File: src/rtl/ps2_pkg.sv
// Shared constants and the event record for the PS/2 scan-code receiver.
package ps2_pkg;

    localparam logic [7:0] BRK = 8'hF0;
    localparam logic [7:0] EXT = 8'hE0;

    localparam logic [1:0] ERR_NONE    = 2'd0;
    localparam logic [1:0] ERR_FRAME   = 2'd1;
    localparam logic [1:0] ERR_PARITY  = 2'd2;
    localparam logic [1:0] ERR_TIMEOUT = 2'd3;

    localparam int EVT_W = 10;

    typedef struct packed {
        logic       ext;
        logic       brk;
        logic [7:0] code;
    } ps2_evt_t;

endpackage

File: src/rtl/ps2_evt_fifo.sv
// First-word-fall-through FIFO for decoded key events; a push while full is
// only accepted when a pop frees a slot in the same cycle.
module ps2_evt_fifo #(
    parameter int WIDTH = 10,
    parameter int DEPTH = 4
) (
    input  logic             clk,
    input  logic             reset_n,
    input  logic             push,
    input  logic [WIDTH-1:0] din,
    input  logic             pop,
    output logic [WIDTH-1:0] dout,
    output logic             full,
    output logic             empty
);
    localparam int AW = $clog2(DEPTH);

    logic [WIDTH-1:0] mem [DEPTH];
    logic [AW-1:0]    wr_ptr;
    logic [AW-1:0]    rd_ptr;
    logic [AW:0]      count;
    logic             do_push;
    logic             do_pop;

    assign full    = (count == (AW+1)'(DEPTH));
    assign empty   = (count == '0);
    assign do_pop  = pop & ~empty;
    assign do_push = push & (~full | do_pop);

    // Head reads as zero while empty so the exported code is clean at reset.
    assign dout = empty ? '0 : mem[rd_ptr];

    always_ff @(posedge clk) begin
        if (do_push) mem[wr_ptr] <= din;
    end

    always_ff @(posedge clk or negedge reset_n) begin
        if (!reset_n) begin
            wr_ptr <= '0;
            rd_ptr <= '0;
            count  <= '0;
        end else begin
            if (do_push) wr_ptr <= wr_ptr + 1'b1;
            if (do_pop)  rd_ptr <= rd_ptr + 1'b1;
            case ({do_push, do_pop})
                2'b10:   count <= count + 1'b1;
                2'b01:   count <= count - 1'b1;
                default: count <= count;
            endcase
        end
    end

endmodule

File: src/rtl/ps2_rx_scan.sv
// PS/2 keyboard receiver: pin conditioning, frame capture and checking,
// E0/F0 prefix decoding and a buffered make/break event stream.
module ps2_rx_scan
    import ps2_pkg::*;
#(
    parameter int FILTER_LEN     = 8,
    parameter int TIMEOUT_CYCLES = 5000,
    parameter int FIFO_DEPTH     = 4,
    parameter int REPORT_MAKE    = 0
) (
    input  logic       clk,
    input  logic       reset_n,
    input  logic       ps2c,
    input  logic       ps2d,
    output logic       ev_valid,
    input  logic       ev_ready,
    output logic [7:0] ev_code,
    output logic       ev_ext,
    output logic       ev_brk,
    output logic       err_tick,
    output logic [1:0] err_code,
    output logic       ovf,
    output logic       rx_busy
);
    localparam int              WD_W     = $clog2(TIMEOUT_CYCLES + 1);
    localparam logic [WD_W-1:0] WD_LIMIT = WD_W'(TIMEOUT_CYCLES - 1);

    localparam logic [1:0] S_IDLE  = 2'd0;
    localparam logic [1:0] S_SHIFT = 2'd1;
    localparam logic [1:0] S_CHECK = 2'd2;

    logic                  c_s1, c_s2, d_s1, d_s2;
    logic [FILTER_LEN-1:0] filt_sr;
    logic                  filt_clk;
    logic                  fall_edge;

    logic [1:0]      state;
    logic [10:0]     shreg;
    logic [3:0]      bit_cnt;
    logic [WD_W-1:0] wd_cnt;

    logic       timeout_hit;
    logic       frame_bad;
    logic       parity_bad;
    logic       frame_ok;
    logic       err_now;
    logic [1:0] err_kind;
    logic [7:0] rx_byte;

    logic     ext_p, brk_p;
    logic     push_r;
    ps2_evt_t push_evt;
    ps2_evt_t head;
    logic     fifo_full, fifo_empty;

    // Everything resets to the idle-bus level so no edge is seen on release.
    always_ff @(posedge clk or negedge reset_n) begin
        if (!reset_n) begin
            c_s1      <= 1'b1;
            c_s2      <= 1'b1;
            d_s1      <= 1'b1;
            d_s2      <= 1'b1;
            filt_sr   <= '1;
            filt_clk  <= 1'b1;
            fall_edge <= 1'b0;
        end else begin
            c_s1      <= ps2c;
            c_s2      <= c_s1;
            d_s1      <= ps2d;
            d_s2      <= d_s1;
            filt_sr   <= {filt_sr[FILTER_LEN-2:0], c_s2};
            fall_edge <= 1'b0;
            if (&filt_sr) begin
                filt_clk <= 1'b1;
            end else if (~|filt_sr) begin
                filt_clk  <= 1'b0;
                fall_edge <= filt_clk;
            end
        end
    end

    assign timeout_hit = (state == S_SHIFT) && !fall_edge && (wd_cnt == WD_LIMIT);
    assign frame_bad   = shreg[0] | ~shreg[10];
    assign parity_bad  = ~(^shreg[9:1]);
    assign rx_byte     = shreg[8:1];
    assign frame_ok    = (state == S_CHECK) && !frame_bad && !parity_bad;
    assign rx_busy     = (state != S_IDLE);

    // Bits arrive LSB first, so shifting in at the top leaves start in bit 0.
    always_ff @(posedge clk or negedge reset_n) begin
        if (!reset_n) begin
            state   <= S_IDLE;
            shreg   <= '0;
            bit_cnt <= '0;
            wd_cnt  <= '0;
        end else begin
            if (fall_edge)               wd_cnt <= '0;
            else if (wd_cnt != WD_LIMIT) wd_cnt <= wd_cnt + 1'b1;

            case (state)
                S_IDLE: begin
                    if (fall_edge) begin
                        shreg   <= {d_s2, shreg[10:1]};
                        bit_cnt <= 4'd10;
                        state   <= S_SHIFT;
                    end
                end
                S_SHIFT: begin
                    if (fall_edge) begin
                        shreg   <= {d_s2, shreg[10:1]};
                        bit_cnt <= bit_cnt - 1'b1;
                        if (bit_cnt == 4'd1) state <= S_CHECK;
                    end else if (timeout_hit) begin
                        shreg <= '0;
                        state <= S_IDLE;
                    end
                end
                S_CHECK: state <= S_IDLE;
                default: state <= S_IDLE;
            endcase
        end
    end

    always_comb begin
        err_now  = 1'b0;
        err_kind = ERR_NONE;
        if (timeout_hit) begin
            err_now  = 1'b1;
            err_kind = ERR_TIMEOUT;
        end else if (state == S_CHECK) begin
            if (frame_bad) begin
                err_now  = 1'b1;
                err_kind = ERR_FRAME;
            end else if (parity_bad) begin
                err_now  = 1'b1;
                err_kind = ERR_PARITY;
            end
        end
    end

    // Prefix bytes only arm flags; a plain byte consumes them and may emit.
    always_ff @(posedge clk or negedge reset_n) begin
        if (!reset_n) begin
            err_tick <= 1'b0;
            err_code <= ERR_NONE;
            ext_p    <= 1'b0;
            brk_p    <= 1'b0;
            push_r   <= 1'b0;
            push_evt <= '0;
        end else begin
            err_tick <= err_now;
            push_r   <= 1'b0;
            if (err_now) begin
                err_code <= err_kind;
                ext_p    <= 1'b0;
                brk_p    <= 1'b0;
            end else if (frame_ok) begin
                if (rx_byte == EXT) begin
                    ext_p <= 1'b1;
                end else if (rx_byte == BRK) begin
                    brk_p <= 1'b1;
                end else begin
                    push_r        <= (REPORT_MAKE != 0) || brk_p;
                    push_evt.ext  <= ext_p;
                    push_evt.brk  <= brk_p;
                    push_evt.code <= rx_byte;
                    ext_p         <= 1'b0;
                    brk_p         <= 1'b0;
                end
            end
        end
    end

    always_ff @(posedge clk or negedge reset_n) begin
        if (!reset_n)                               ovf <= 1'b0;
        else if (push_r && fifo_full && !ev_ready)  ovf <= 1'b1;
    end

    ps2_evt_fifo #(
        .WIDTH (EVT_W),
        .DEPTH (FIFO_DEPTH)
    ) u_fifo (
        .clk     (clk),
        .reset_n (reset_n),
        .push    (push_r),
        .din     (push_evt),
        .pop     (ev_ready),
        .dout    (head),
        .full    (fifo_full),
        .empty   (fifo_empty)
    );

    assign ev_valid = ~fifo_empty;
    assign ev_code  = head.code;
    assign ev_ext   = head.ext;
    assign ev_brk   = head.brk;

endmodule

File: config.mk
export PLATFORM = sky130hd
export DESIGN_NAME = ps2_rx_scan
export DESIGN_NICKNAME = d
export VERILOG_FILES = /design/src/rtl/ps2_pkg.sv /design/src/rtl/ps2_evt_fifo.sv /design/src/rtl/ps2_rx_scan.sv
export SDC_FILE = /design/constraint.sdc
export NUM_CORES = 1
export LEC_CHECK = 0
export CAP_MARGIN = 0
export CORE_ASPECT_RATIO = 1.25
export CORE_MARGIN = 2
export CORE_UTILIZATION = 60
export DETAILED_ROUTE_END_ITERATION = 7
export PLACE_DENSITY = 0.79
export SLEW_MARGIN = 40
export SYNTH_ARGS = -nofsm -noshare
export SYNTH_HDL_FRONTEND = slang
export SYNTH_SLANG_ARGS = --single-unit
File: constraint.sdc
create_clock -name clk -period 3.09 [get_ports clk]
set_clock_uncertainty 0.1 [all_clocks]
set_input_delay 0.618 -clock clk [delete_from_list [all_inputs] [get_ports clk]]
set_output_delay 0.618 -clock clk [all_outputs]
set_load 0.02 [all_outputs]
==> results of run 1 <==
[sequential cells by signal (all words and copies together), names as in the netlist, 2 cells and up]
| name | flops |
|---|---|
| err_code | 2 |
| u_fifo.mem | 40 |
| push_evt | 10 |
| u_fifo.count | 3 |
| wd_cnt | 13 |
| bit_cnt | 4 |
| u_fifo.wr_ptr | 2 |
| u_fifo.rd_ptr | 2 |
| state | 2 |
| shreg | 11 |
| filt_sr | 8 |
[path summary, 6_finish.rpt]
kind                                  start     endpoint  cells past startpoint
max reg2reg                        shreg[8]  push_evt[1]                      5
min reg2reg                            d_s1         d_s2                      0
min                                 reset_n  push_evt[0]                      1
max                        u_fifo.rd_ptr[0]   ev_code[7]                      4
max in group asynchronous           reset_n   filt_sr[6]                      2
min in group clk                       d_s1         d_s2                      0
[synthesized netlist by cell type, drive strengths merged]
cell type	count	area, um^2
xnor2	10	106
a21o	3	22.5
nand4	6	37.5
xnor3	1	23.8
nand3	14	75.1
o21ai	13	65.1
and3b	2	17.5
dfrtp	55	1380
nor3	2	10.0
o21bai	1	7.51
mux4	10	225
and3	6	37.5
mux2	10	146
nor3b	1	7.51
fa	1	20.0
a311oi	1	8.76
a21oi	4	20.0
a41oi	1	8.76
o31ai	2	15.0
and4	2	17.5
nand2b	2	12.5
a22o	11	96.3
ha	13	163
nor2	16	60.1
xor2	7	61.3
nor2b	3	18.8
clkbuf	9	33.8
edfxtp	40	1200
or3	3	18.8
a31oi	3	18.8
a31o	1	8.76
nor4b	3	38.8
and2	16	100
or2	1	6.26
dfstp	13	342
mux2i	1	10.0
inv	17	63.8
nand2	9	33.8
nor4	3	18.8
a21bo	1	10.0
buf	3	20.0
[stage by stage]
| step | total power [uW] | util (%) |
|---|---|---|
| floorplan | 1640 | - |
| finish | 2450 | 68.5 |
| global placement | 1680 | 65.9 |
| global route | 2560 | 68.5 |
| detailed placement | 1690 | 65.9 |
| CTS | 2480 | 68.4 |
[kinds of logic (layout without fill, tap and decap cells)]
| family | count (synthesis) | count (layout) |
|---|---|---|
| buffers and inverters | 29 | 58 |
| DFF | 108 | 108 |
| muxes | 21 | 21 |
| xor gates and xnor gates | 18 | 18 |
| and+or+nand+nor | 89 | 89 |
| AOI/OAI and AO/OA | 41 | 41 |
| adders and majority gates | 14 | 14 |
[worst max-delay path: stages, from the launching register on]
cell and delay [ns]:
sky130_fd_sc_hd__dfrtp_1 0.41, sky130_fd_sc_hd__buf_6 0.21, sky130_fd_sc_hd__mux4_2 0.52, sky130_fd_sc_hd__and2_1 0.17, sky130_fd_sc_hd__clkdlybuf4s50_1 0.53
[cell type report]
class,count,area (um^2)
clock inverter,4,30.0
sequential,108,2920
clock buffer,12,156
inverter,17,63.8
multi-input combinational,183,1550
tap,92,115
timing repair buffer,25,236
fill,504,2330
[power by group through the flow]
| stage | logic, uW | clock network, uW | registers [uW] |
|---|---|---|---|
| 2_1_floorplan | 52.1 | 0 | 1590 |
| 5_1_grt | 101 | 876 | 1590 |
| 4_1_cts | 86.0 | 819 | 1580 |
| 3_3_place_gp | 81.4 | 0 | 1600 |
| 3_5_place_dp | 85.6 | 0 | 1600 |
| 6_report | 83.6 | 791 | 1580 |
[routing by layer]
layer	part of all wire (%)	up-vias	track usage (%)	wire length [um]
li1	-	1204	-	-
met1	44	1267	28.3	3180
met2	52	40	31.9	3710
met3	2.9	9	4.55	210
met4	1.1	0	7.69	78
met5	0	-	0	0
[timing repair]
item,4_1_cts,5_1_grt
endpoints found under the setup margin,0,6
resized for setup,0,1
endpoints found under the hold margin,0,0
==> results.toml, run 1 <==
[yosys]
synth-adder-area-share_pct = 3.98
count_of_distinct_cell_types_in_the_synthesized_netlist = 48
combinational_family_with_the_most_area_after_synthesis = "simple AND/OR/NAND/NOR gates"
synth_nets = 339
synth_compound_area_share_pct = 6.14
ys_seq_area_share_pct = 63.7
synth_area_in_simple_gates_pct = 11.1
postSynthCellCount = 320
mappedNetlistArea_um2 = 4580
yosys-mux-area-fraction_pct = 8.32
synth-warning-count = 0
yosys.area_share.xor_xnor_pct = 4.18
synthesis.area_per_instance_um2 = 14.3
synth_seq_cells = 108

[global_routing]
grt_max_degree = 26
grt_pass1_wl_mm = 12.6
overflow_after_grt = 0
grt_util_all_layers_pct = 20.4
vias_in_the_first_global_route = 2605
initial_antenna_violation_count = 0

[route]
drt-vias-per-instance = 5.71
dr_drc_count = 0
drtIter0Drc = 102
route.detailed.wl_per_inst_um = 16.3
routed-via-count = 2520
finalWirelength_mm = 7.18
first_pass_iters = 4
antenna_left = 0

[timing]
fin_crit_ns = 2.92
final_min_period_over_clock_period_pct = 94.5
rsz0062_at_grt = "no"
tightest_slew_ns = 0.692
hold_ws_ns = 0.0900
timing_hold_violations_final = 0
final_layout_setup_total_negative_slack_ns = 0
relSlewSlack_pct = 53.9
maxSlewViolCount = 0
finalSetupViolations = 0
postLayoutSetupSlackWorst_ns = 0.171
max_freq_mhz = 343

[floorplanning]
start_util_pct = 61.9
die_area_um2 = 8360
floorplan.core_area_um2 = 7400
top_level_i_o_count = 21
die_extent_in_y_um = 102
core.rowCount = 35
die_w_um = 82.2

[worst_setup_path]
worstPathMaxFanout = 10
cp_data_arrival_time_ns = 2.20
cp-start-kind = "flop"
reg2reg_slack_ns = 0.64
timing_worst_setup_path_type = "reg -> out"
worst-endpoint-required_ns = 2.37
timing.critical_path.to_type = "output pin"

[power_and_ir_drop]
vdd.ir_drop.worst_v = 0.000295
switching_share_pct = 22.3
pwr_density_cell_nw_per_um2 = 484
switching_power_uw = 546
internal_power_uw = 1900
clock_power_share_pct = 32.3
share_seq_of_total_power_pct = 64.3
power.static_leakage_uw = 0.00219
power.combinational.fraction_pct = 3.4

[final_layout]
num-nets-final = 363
final-instance-count-excl-fill = 441
antenna_cells_inserted = 0
mostFrequentLayoutCell = "sky130_fd_sc_hd__dfrtp_1"
post_route_cells_drive_above_1_share_pct = 16.9
layout.cell_area.non_filler_um2 = 5070
area_delta_synth_final_pct = 10.6
final_cell_mix = "sky130_fd_sc_hd__dfrtp_1 (55), sky130_fd_sc_hd__edfxtp_1 (40), sky130_fd_sc_hd__clkdlybuf4s50_1 (19)"

[outcome]
run_status = "finished, final reports clean"

[clock_tree]
worst_skew_pair.late_latency_ns = 0.36
number_of_buffers_added_for_setup_after_cts = 0
cts_hold_repair.buffers = 0
clock_pin_slew_on_the_worst_setup_and_hold_paths_ns = 0.10
cts_max_path_buffers = 2
cts-buffers-inserted = 9
h-tree-depth = 3
cts_tree = "done"
clock_tree.root_cell = "sky130_fd_sc_hd__clkbuf_8"
clock_sink_count = 108

[min_path]
hold_path.class = "in -> async"

[placed_design]
dpl_cell_area_um2 = 4880
port_buffers = 20
preCtsSetupSlack_ns = 0.262
routabilityCongestion = 0.844
hpwlAfterDp_mm = 5.04
placed_cells = 425

[run]
maxCapViolations = 0
No activity file was read; power rests on OpenSTA's default activity.
==> run 2: changes to the inputs <==
--- a/config.mk
+++ b/config.mk
@@ -6,11 +6,13 @@
 export NUM_CORES = 1
 export LEC_CHECK = 0
 export CAP_MARGIN = 0
+export CELL_PAD_IN_SITES_DETAIL_PLACEMENT = 1
+export CELL_PAD_IN_SITES_GLOBAL_PLACEMENT = 1
 export CORE_ASPECT_RATIO = 1.25
 export CORE_MARGIN = 2
-export CORE_UTILIZATION = 60
+export CORE_UTILIZATION = 50
 export DETAILED_ROUTE_END_ITERATION = 7
-export PLACE_DENSITY = 0.79
+export PLACE_DENSITY_LB_ADDON = 0.1
 export SLEW_MARGIN = 40
 export SYNTH_ARGS = -nofsm -noshare
 export SYNTH_HDL_FRONTEND = slang
==> results.toml, run 2 (synthesized netlist as in run 1, its figures left out) <==
[min_path]
hold_path.class = "in -> async"

[power_and_ir_drop]
finalPower_uw = 2810
vdd.ir_drop.worst_v = 0.000258
power.static_leakage_uw = 0.00225
pwr_density_cell_nw_per_um2 = 538

[floorplanning]
die_extent_in_y_um = 111
die_area_um2 = 9960
core.rowCount = 39
top_level_i_o_count = 21
start_util_pct = 50.8
floorplan.core_area_um2 = 9030
die_w_um = 89.6

[timing]
finalSetupViolations = 0
tightest_slew_ns = 0.696
rsz0062_at_grt = "no"
hold_ws_ns = 0.256
relSlewSlack_pct = 53.6
final_layout_setup_total_negative_slack_ns = 0
maxSlewViolCount = 0
fin_crit_ns = 2.89
max_freq_mhz = 346
timing_hold_violations_final = 0
final_min_period_over_clock_period_pct = 93.6

[clock_tree]
cts_tree = "done"
clock_pin_slew_on_the_worst_setup_and_hold_paths_ns = 0.07
worst_skew_pair.late_latency_ns = 0.35
ctsResizeCount = 0
clock_tree.root_cell = "sky130_fd_sc_hd__clkbuf_16"
cts-buffers-inserted = 9
clock_sink_count = 108
number_of_buffers_added_for_setup_after_cts = 0
cts_hold_repair.buffers = 0
h-tree-depth = 3
cts_max_path_buffers = 2

[global_routing]
grt_pass1_wl_mm = 13.9
grt_util_all_layers_pct = 18.6
overflow_after_grt = 0
initial_antenna_violation_count = 0
vias_in_the_first_global_route = 2777
grt_max_degree = 69

[route]
dr_drc_count = 0
drtIter0Drc = 116
antenna_left = 0
first_pass_iters = 4
route.detailed.wl_per_inst_um = 17.4
routed-via-count = 2545
finalWirelength_mm = 8.19
drt-vias-per-instance = 5.39

[worst_setup_path]
cp_data_arrival_time_ns = 2.18
timing_worst_setup_path_type = "reg -> out"
cell_family_with_the_largest_share_of_critical_path_delay = "buffers and inverters"
worst-endpoint-required_ns = 2.37
cp-start-kind = "flop"
timing.critical_path.slowest_stage_cell = "sky130_fd_sc_hd__mux4_2"
worstPathCellList = "buf_4 -> mux4_2 -> and2_1 -> clkdlybuf4s50_1"
worst_path_largest_cell_delay_ns = 0.54
worstPathMaxFanout = 12
timing.critical_path.to_type = "output pin"
worst-path-buf-inv = 2

[placed_design]
routabilityCongestion = 0.753
hpwlAfterDp_mm = 5.62
port_buffers = 20

[final_layout]
area_delta_synth_final_pct = 14.0
antenna_cells_inserted = 0
num-nets-final = 363
post_route_cells_drive_above_1_share_pct = 17.5
largest_registers = "u_fifo.mem (40), wd_cnt (13), shreg (11)"
flip_flop_count_of_the_largest_register_all_copies_and_words_added = 40
top_register = "u_fifo.mem"
mostFrequentLayoutCell = "sky130_fd_sc_hd__dfrtp_1"
finish.utilization_pct = 57.9
final_cell_mix = "sky130_fd_sc_hd__dfrtp_1 (55), sky130_fd_sc_hd__edfxtp_1 (40), sky130_fd_sc_hd__clkdlybuf4s50_1 (19)"

[run]
maxCapViolations = 0

[outcome]
run_status = "finished, final reports clean"
==> run 2: changes by cell type in the layout (fill, tap and decap cells not counted), sizes merged <==
cell | previous run | this run
clkbuf | 12 | 11
clkinv | 2 | 3
clkinvlp | 1 | 0
inv | 18 | 19
==> run 2: worst register-to-register path: stages (launching register included) <==
cell and delay (ns):
sky130_fd_sc_hd__dfrtp_1 0.43, sky130_fd_sc_hd__ha_1 0.31, sky130_fd_sc_hd__xnor3_2 0.47, sky130_fd_sc_hd__xnor2_4 0.26
sky130_fd_sc_hd__nand3_2 0.37, sky130_fd_sc_hd__mux2_1 0.43
==> run 2: power by group <==
part           internal (uW)  switching (uW)
sequential              1520            54.5
clock                    625             521
combinational           34.9            49.9
==> run 2: final timing paths <==
check                      slack (ns)           to             start  cells after the start
max                              0.20       ev_ext  u_fifo.rd_ptr[0]                      4
min                              0.26  push_evt[3]           reset_n                      2
max reg2reg                      0.62  push_evt[1]          shreg[7]                      5
min reg2reg                      0.26         d_s2              d_s1                      0
max in group asynchronous        2.19    wd_cnt[1]           reset_n                      2
min in group clk                 0.26         d_s2              d_s1                      0
==> run 2: metal layers <==
| metal | part of all wire (%) | global-route usage (%) |
|---|---|---|
| met2 | 53 | 29.8 |
| met1 | 44 | 24.8 |
| met4 | 1.3 | 6.57 |
| met3 | 1.9 | 4.02 |
| met5 | 0 | 0 |
==> run 2: through the flow <==
step / area, um^2 / setup slack (ns) / std cells
3_3_place_gp: 4920 / 0.364 / 456
5_1_grt: 5230 / 0.0706 / 472
6_report: 5230 / 0.197 / 472
4_1_cts: 5230 / 0.162 / 472
3_5_place_dp: 4920 / 0.172 / 456
2_1_floorplan: 4580 / 0.740 / 320
==> run 2: area by class of cell <==
type                       count  area (um^2)
fill                         881         3800
sequential                   108         2920
multi-input combinational    183         1550
clock buffer                  11          264
timing repair buffer          25          236
tap                          123          154
inverter                      17         63.8
clock inverter                 5         40.0
